File: config.mk
export PLATFORM = sky130hd
export DESIGN_NAME = button_debouncer
export DESIGN_NICKNAME = d
export VERILOG_FILES = /design/src/rtl/button_debouncer_pkg.sv /design/src/rtl/button_debouncer_channel.sv /design/src/rtl/button_debouncer.sv
export SDC_FILE = /design/constraint.sdc
export NUM_CORES = 1
export LEC_CHECK = 0
export CAP_MARGIN = 10
export CORE_MARGIN = 5
export CORE_UTILIZATION = 60
export CTS_BUF_LIST = sky130_fd_sc_hd__clkbuf_16
export DETAILED_ROUTE_END_ITERATION = 8
export GPL_TIMING_DRIVEN = 0
export PLACE_DENSITY = 0.91
export SLEW_MARGIN = 20
export SYNTH_ARGS = -nofsm -noshare
export SYNTH_HDL_FRONTEND = slang
export SYNTH_SLANG_ARGS = --single-unit
File: constraint.sdc
create_clock -name Clock -period 6.94 [get_ports Clock]
set_input_delay 1.388 -clock Clock [delete_from_list [all_inputs] [get_ports Clock]]
set_output_delay 1.388 -clock Clock [all_outputs]
set_load 0.02 [all_outputs]
File: src/rtl/button_debouncer_pkg.sv
// Shared definitions for the button debouncer.
//   btn_state_t        : per-channel debounce FSM state
//   C_DEBOUNCE_DEFAULT : default stability window (10 ms at 100 MHz)
//   clog2()            : ceiling log2 for sizing the stability timer
package button_pkg;

  typedef enum logic [1:0] {
    IDLE_LOW  = 2'd0,
    WAIT_HIGH = 2'd1,
    IDLE_HIGH = 2'd2,
    WAIT_LOW  = 2'd3
  } btn_state_t;

  localparam int C_DEBOUNCE_DEFAULT = 1000000;

  function automatic int clog2(input int value);
    int result;
    result = 0;
    while ((64'd1 << result) < 64'(value)) begin
      result = result + 1;
    end
    return result;
  endfunction

endpackage

File: src/rtl/button_debouncer_channel.sv
// One debounce channel: 2-flop synchroniser, stability timer, FSM and
// registered press/release pulses.
//   Clock, Reset     : system clock, async active-high reset
//   i_button         : raw pin level, 1 = pressed
//   o_state          : debounced level
//   o_pressed        : one-cycle pulse on accepted 0->1
//   o_released       : one-cycle pulse on accepted 1->0
//   o_pressed_next   : value o_pressed takes at the next edge (feeds the
//                      press counter so it updates with the pulse)
//
// state     | meaning
// IDLE_LOW  | accepted level 0, input agrees
// WAIT_HIGH | accepted level 0, input has been 1 for r_timer samples
// IDLE_HIGH | accepted level 1, input agrees
// WAIT_LOW  | accepted level 1, input has been 0 for r_timer samples
module debounce_channel
  import button_pkg::*;
#(
  parameter int DEBOUNCE_CYCLES = C_DEBOUNCE_DEFAULT
) (
  input  logic Clock,
  input  logic Reset,
  input  logic i_button,
  output logic o_state,
  output logic o_pressed,
  output logic o_released,
  output logic o_pressed_next
);

  localparam int              TW     = clog2(DEBOUNCE_CYCLES + 1);
  localparam logic [TW-1:0]   C_TERM = TW'(DEBOUNCE_CYCLES);
  localparam logic [TW-1:0]   C_ONE  = TW'(1);

  logic          r_sync1, r_sync2;
  btn_state_t    r_state, w_state_next;
  logic [TW-1:0] r_timer, w_timer_next;
  logic [TW-1:0] w_timer_inc;
  logic          r_pressed, r_released;
  logic          w_level_cur, w_level_next;
  logic          w_pressed_next, w_released_next;

  always_ff @(posedge Clock or posedge Reset) begin
    if (Reset) begin
      r_sync1    <= 1'b0;
      r_sync2    <= 1'b0;
      r_state    <= IDLE_LOW;
      r_timer    <= '0;
      r_pressed  <= 1'b0;
      r_released <= 1'b0;
    end else begin
      r_sync1    <= i_button;
      r_sync2    <= r_sync1;
      r_state    <= w_state_next;
      r_timer    <= w_timer_next;
      r_pressed  <= w_pressed_next;
      r_released <= w_released_next;
    end
  end

  // Timer holds the count of agreeing samples seen so far; the change is
  // accepted on the edge where that count would reach DEBOUNCE_CYCLES, which
  // gives a pin-to-State latency of 2 + DEBOUNCE_CYCLES edges.
  assign w_timer_inc = r_timer + C_ONE;

  always_comb begin
    w_state_next = r_state;
    w_timer_next = r_timer;
    case (r_state)
      IDLE_LOW: begin
        if (r_sync2) begin
          if (C_ONE == C_TERM) begin
            w_state_next = IDLE_HIGH;
            w_timer_next = '0;
          end else begin
            w_state_next = WAIT_HIGH;
            w_timer_next = C_ONE;
          end
        end
      end
      WAIT_HIGH: begin
        if (!r_sync2) begin
          w_state_next = IDLE_LOW;
          w_timer_next = '0;
        end else if (w_timer_inc == C_TERM) begin
          w_state_next = IDLE_HIGH;
          w_timer_next = '0;
        end else begin
          w_timer_next = w_timer_inc;
        end
      end
      IDLE_HIGH: begin
        if (!r_sync2) begin
          if (C_ONE == C_TERM) begin
            w_state_next = IDLE_LOW;
            w_timer_next = '0;
          end else begin
            w_state_next = WAIT_LOW;
            w_timer_next = C_ONE;
          end
        end
      end
      WAIT_LOW: begin
        if (r_sync2) begin
          w_state_next = IDLE_HIGH;
          w_timer_next = '0;
        end else if (w_timer_inc == C_TERM) begin
          w_state_next = IDLE_LOW;
          w_timer_next = '0;
        end else begin
          w_timer_next = w_timer_inc;
        end
      end
      default: begin
        w_state_next = IDLE_LOW;
        w_timer_next = '0;
      end
    endcase
  end

  assign w_level_cur     = (r_state == IDLE_HIGH) || (r_state == WAIT_LOW);
  assign w_level_next    = (w_state_next == IDLE_HIGH) || (w_state_next == WAIT_LOW);
  assign w_pressed_next  = w_level_next & ~w_level_cur;
  assign w_released_next = ~w_level_next & w_level_cur;

  assign o_state        = w_level_cur;
  assign o_pressed      = r_pressed;
  assign o_released     = r_released;
  assign o_pressed_next = w_pressed_next;

endmodule

File: src/rtl/button_debouncer.sv
// Debounces WIDTH raw button pins and counts accepted presses.
//   Clock, Reset : system clock, async active-high reset
//   Buttons      : raw pin levels, 1 = pressed
//   ClearCount   : synchronous clear of PressCount
//   State        : debounced level per channel
//   Pressed      : one-cycle pulse per accepted press
//   Released     : one-cycle pulse per accepted release
//   PressCount   : running total of presses over all channels (wraps)
module button_debouncer
  import button_pkg::*;
#(
  parameter int WIDTH           = 4,
  parameter int DEBOUNCE_CYCLES = C_DEBOUNCE_DEFAULT,
  parameter int COUNT_WIDTH     = 32
) (
  input  logic                   Clock,
  input  logic                   Reset,
  input  logic [WIDTH-1:0]       Buttons,
  input  logic                   ClearCount,
  output logic [WIDTH-1:0]       State,
  output logic [WIDTH-1:0]       Pressed,
  output logic [WIDTH-1:0]       Released,
  output logic [COUNT_WIDTH-1:0] PressCount
);

  logic [WIDTH-1:0]       w_pressed_next;
  logic [COUNT_WIDTH-1:0] w_popcount;
  logic [COUNT_WIDTH-1:0] r_count;

  for (genvar g = 0; g < WIDTH; g++) begin : g_chan
    debounce_channel #(
      .DEBOUNCE_CYCLES(DEBOUNCE_CYCLES)
    ) u_chan (
      .Clock         (Clock),
      .Reset         (Reset),
      .i_button      (Buttons[g]),
      .o_state       (State[g]),
      .o_pressed     (Pressed[g]),
      .o_released    (Released[g]),
      .o_pressed_next(w_pressed_next[g])
    );
  end

  always_comb begin
    w_popcount = '0;
    for (int i = 0; i < WIDTH; i++) begin
      w_popcount = w_popcount + COUNT_WIDTH'(w_pressed_next[i]);
    end
  end

  // Clear only drops the old total; presses landing on the same edge still count.
  always_ff @(posedge Clock or posedge Reset) begin
    if (Reset) begin
      r_count <= '0;
    end else begin
      r_count <= (ClearCount ? '0 : r_count) + w_popcount;
    end
  end

  assign PressCount = r_count;

endmodule

==> results.toml <==
[finish]
n_antenna_cell = 0
multi_input_area_um2 = 4290
fillerInstances = 989
utilization_pct = 71.54
drive_above_1_share_pct = 9.172
syn2layout_area_growth_pct = 16.53
regArea_um2 = 3403
nNetsFinal = 1005

[hold_path]
min_path_type = "flop to flop"
hold_path_end = "g_chan[3].u_chan.r_sync2"
hold_depth = 0
hp-start = "g_chan[3].u_chan.r_sync1"

[global_routing]
gr-usage-all-layers_pct = 25.52
grt_pass1_vias = 7152
antenna_found_initial = 0
overflow = 0
grt_pass1_wl_um = 33900
grt_max_degree = 85

[cts]
cts_tree = "yes"
cts_resized = 0
cts_buffers = 17
clock_latency_ps = 420
cts_setup_buffers = 0
cts_sinks = 136
htreeDepth = 4
clk_path_buf_depth = 2
hold_buffers = 0
path_clk_slew_ps = 60
cts_root_buf = "clkbuf_16"

[timing]
tightest_slew_ps = 797.0
max_freq_mhz = 165.7
timing.hold.ws_ps = 348.2
fin_crit_sh_pct = 86.96
period_needed_ps = 6035
skew_ps = 7.614
rsz0062_at_grt = "false"
tns_ps = 0
drv_slew = 0
relSlewSlack_pct = 46.67
hold_viol_final = 0
setup_viol = 0

[pwr]
power_leakage_nw = 3.835
power.density_nw_per_um2 = 190.9
peakVddDrop_uv = 165.4

[critical_path]
arrival_ps = 6330
required_ps = 7230
reg2reg_to = "PressCount[28]"
path_max_fanout = 7
r2r_start = "g_chan[0].u_chan.r_timer[2]"
critical_path_buf_inv_count = 2
worstSetupPathType = "flop to flop"
path_cells = "nand3_1 > nor3_1 > mux2_2 > nand2b_1 > a2111oi_0 > nand4_1 > or3b_1 > fa_1 > fa_1 > inv_1 > fa_1 > inv_1 > nor4_1 > nand4_1 > nor3_1 > nand4_1 > xor2_1 > nor2_1"
r2r_setup_slack_ps = 900
slowest_delay_ps = 640
startpoint_type = "flop"
path_delay_family = "simple AND/OR/NAND/NOR gates"
crit_path_top_delay_cell = "nor4_1"
reg2reg_depth = 18
endpoint_kind = "flop"

[route]
drc = 0
postRouteAntennaNets = 0
wl_per_cell_um = 16.81
dr_total_vias = 7351
drt_first_pass_iters = 5
drt-total-wl_um = 19810
dr.first_iter.drc_count = 607
vias_per_cell = 6.235

[placed_design]
place_hpwl_um = 13070
port_buffers = 50
gp_congestion = 0.9198

[floorplanning]
coreArea_um2 = 13240
fp.dieH_um = 126.4
start_util_pct = 61.39
io_pins = 51
die_width_um = 126.4
placementRows = 42
dieArea_um2 = 15980

[logic_synthesis]
synth_area_um2 = 8130
synth_edf_count = 0
avgSynthCellArea_um2 = 8.837
yosys_register_bits = 136
yosysSeqAreaShare_pct = 41.86
netlist_instances = 920
synthArstFlopShare_pct = 100.0
ys_types = 81
syn-num-nets = 935
yosys_warnings = 0
synthFlopType = "dfrtp_1"

[flow_run]
max-cap-violations = 0

[outcome]
status = "completed"
-- routing by layer --
layer / share of wire, % / vias to the layer above / track usage [%]
li1: - / 3455 / -
met1: 41 / 3516 / 33.00
met2: 49 / 327 / 41.19
met3: 7.1 / 53 / 6.515
met4: 2.8 / 0 / 10.22
met5: 0 / - / 0
-- cells by family (layout without fill, tap and decap cells) --
family | after synthesis | in the layout | share of synthesized area, %
adders and majority gates | 8 | 8 | 1.508
and+or+nand+nor | 466 | 466 | 31.22
xor gates and xnor gates | 57 | 57 | 6.140
DFF | 136 | 136 | 41.86
buffers and inverters | 93 | 176 | 5.371
muxes | 10 | 10 | 1.308
AOI/OAI and AO/OA | 150 | 150 | 12.59
-- placed cells by master (no fill, tap or decap), drive strengths merged, types with 29 or more instances in the layout --
cell	netlist	routed
clkdlybuf4s50	0	50
xor2	29	29
nand3	88	88
or3	33	33
a21oi	30	30
nand4	37	37
clkbuf	35	52
o21ai	34	34
nor2	56	56
dfrtp	136	136
nand2	118	118
inv	29	33
buf	29	30
-- area by class of cell --
| type | instances | area share [%] |
|---|---|---|
| buffer | 64 | 3.460 |
| clock buffer | 17 | 4.490 |
| clock inverter | 15 | 1.717 |
| inverter | 29 | 1.228 |
| multi-input combinational | 691 | 45.29 |
| sequential | 136 | 35.92 |
| tap | 176 | 2.324 |
| timing repair buffer | 51 | 5.573 |
-- power breakdown --
part / switching (mW) / leakage (nW) / total [mW] / internal, mW
Sequential: 0.0190 / 1.86 / 0.824 / 0.805
Combinational: 0.0586 / 1.69 / 0.0834 / 0.0248
Clock: 0.343 / 0.286 / 0.901 / 0.559
Total: 0.420 / 3.84 / 1.81 / 1.39
-- how the worst max path moves through the flow --
stage | from | slack [ps] | cells past startpoint | endpoint
6_report | g_chan[0].u_chan.r_timer[2] | 900 | 18 | PressCount[28]
5_1_grt | g_chan[0].u_chan.r_timer[2] | 380 | 18 | PressCount[28]
4_1_cts | g_chan[0].u_chan.r_timer[2] | 1000 | 18 | PressCount[28]
3_5_place_dp | ClearCount | 860 | 15 | PressCount[28]
3_3_place_gp | Reset | 80 | 2 | PressCount[18]
2_1_floorplan | Reset | 1910 | 1 | PressCount[0]
-- registers in the layout, indices dropped and copies added (netlist names) --
| signal | flops |
|---|---|
| g_chan.u_chan.o_pressed | 4 |
| g_chan.u_chan.r_sync1 | 4 |
| g_chan.u_chan.r_state | 8 |
| PressCount | 32 |
| g_chan.u_chan.r_sync2 | 4 |
| g_chan.u_chan.r_timer | 80 |
| g_chan.u_chan.o_released | 4 |
-- cell usage after synthesis, types with 4 or more instances --
| library cell | number | share of area [%] |
|---|---|---|
| nand2b_1 | 12 | 0.92 |
| nor4_1 | 9 | 0.69 |
| inv_1 | 29 | 1.3 |
| nor2_1 | 54 | 2.5 |
| clkbuf_1 | 34 | 1.6 |
| xnor2_1 | 28 | 3.0 |
| o21a_1 | 4 | 0.37 |
| nor3_1 | 23 | 1.4 |
| xor2_1 | 29 | 3.1 |
| or3_1 | 32 | 2.5 |
| o21ai_0 | 32 | 2.0 |
| nand3_1 | 86 | 5.3 |
| o22ai_1 | 5 | 0.38 |
| buf_2 | 14 | 0.86 |
| ha_1 | 5 | 0.77 |
| nor2b_1 | 10 | 0.77 |
| mux2_1 | 4 | 0.55 |
| nand4_1 | 35 | 2.7 |
| o211ai_1 | 6 | 0.55 |
| nand2_1 | 118 | 5.4 |
| dfrtp_1 | 136 | 42 |
| and4_1 | 10 | 1.1 |
| a31oi_1 | 25 | 1.9 |
| buf_4 | 12 | 1.1 |
| and2_1 | 11 | 0.85 |
| nor3b_1 | 13 | 1.2 |
| a22o_1 | 7 | 0.75 |
| a21oi_1 | 30 | 1.8 |
| mux2i_1 | 5 | 0.62 |
| and3_1 | 17 | 1.3 |
-- per-stage QoR --
stage,setup slack (ps),instance area [µm²],cells,power (mW)
after floorplan,1913,8130,920,0.8887
after global placement,75.23,8851,1146,0.9139
after detailed placement,855.5,8886,1147,0.9187
after CTS,996.3,9474,1179,1.818
after global routing,380.6,9474,1179,1.870
final,904.9,9474,1179,1.809
No activity file was read; power rests on OpenSTA's default activity.
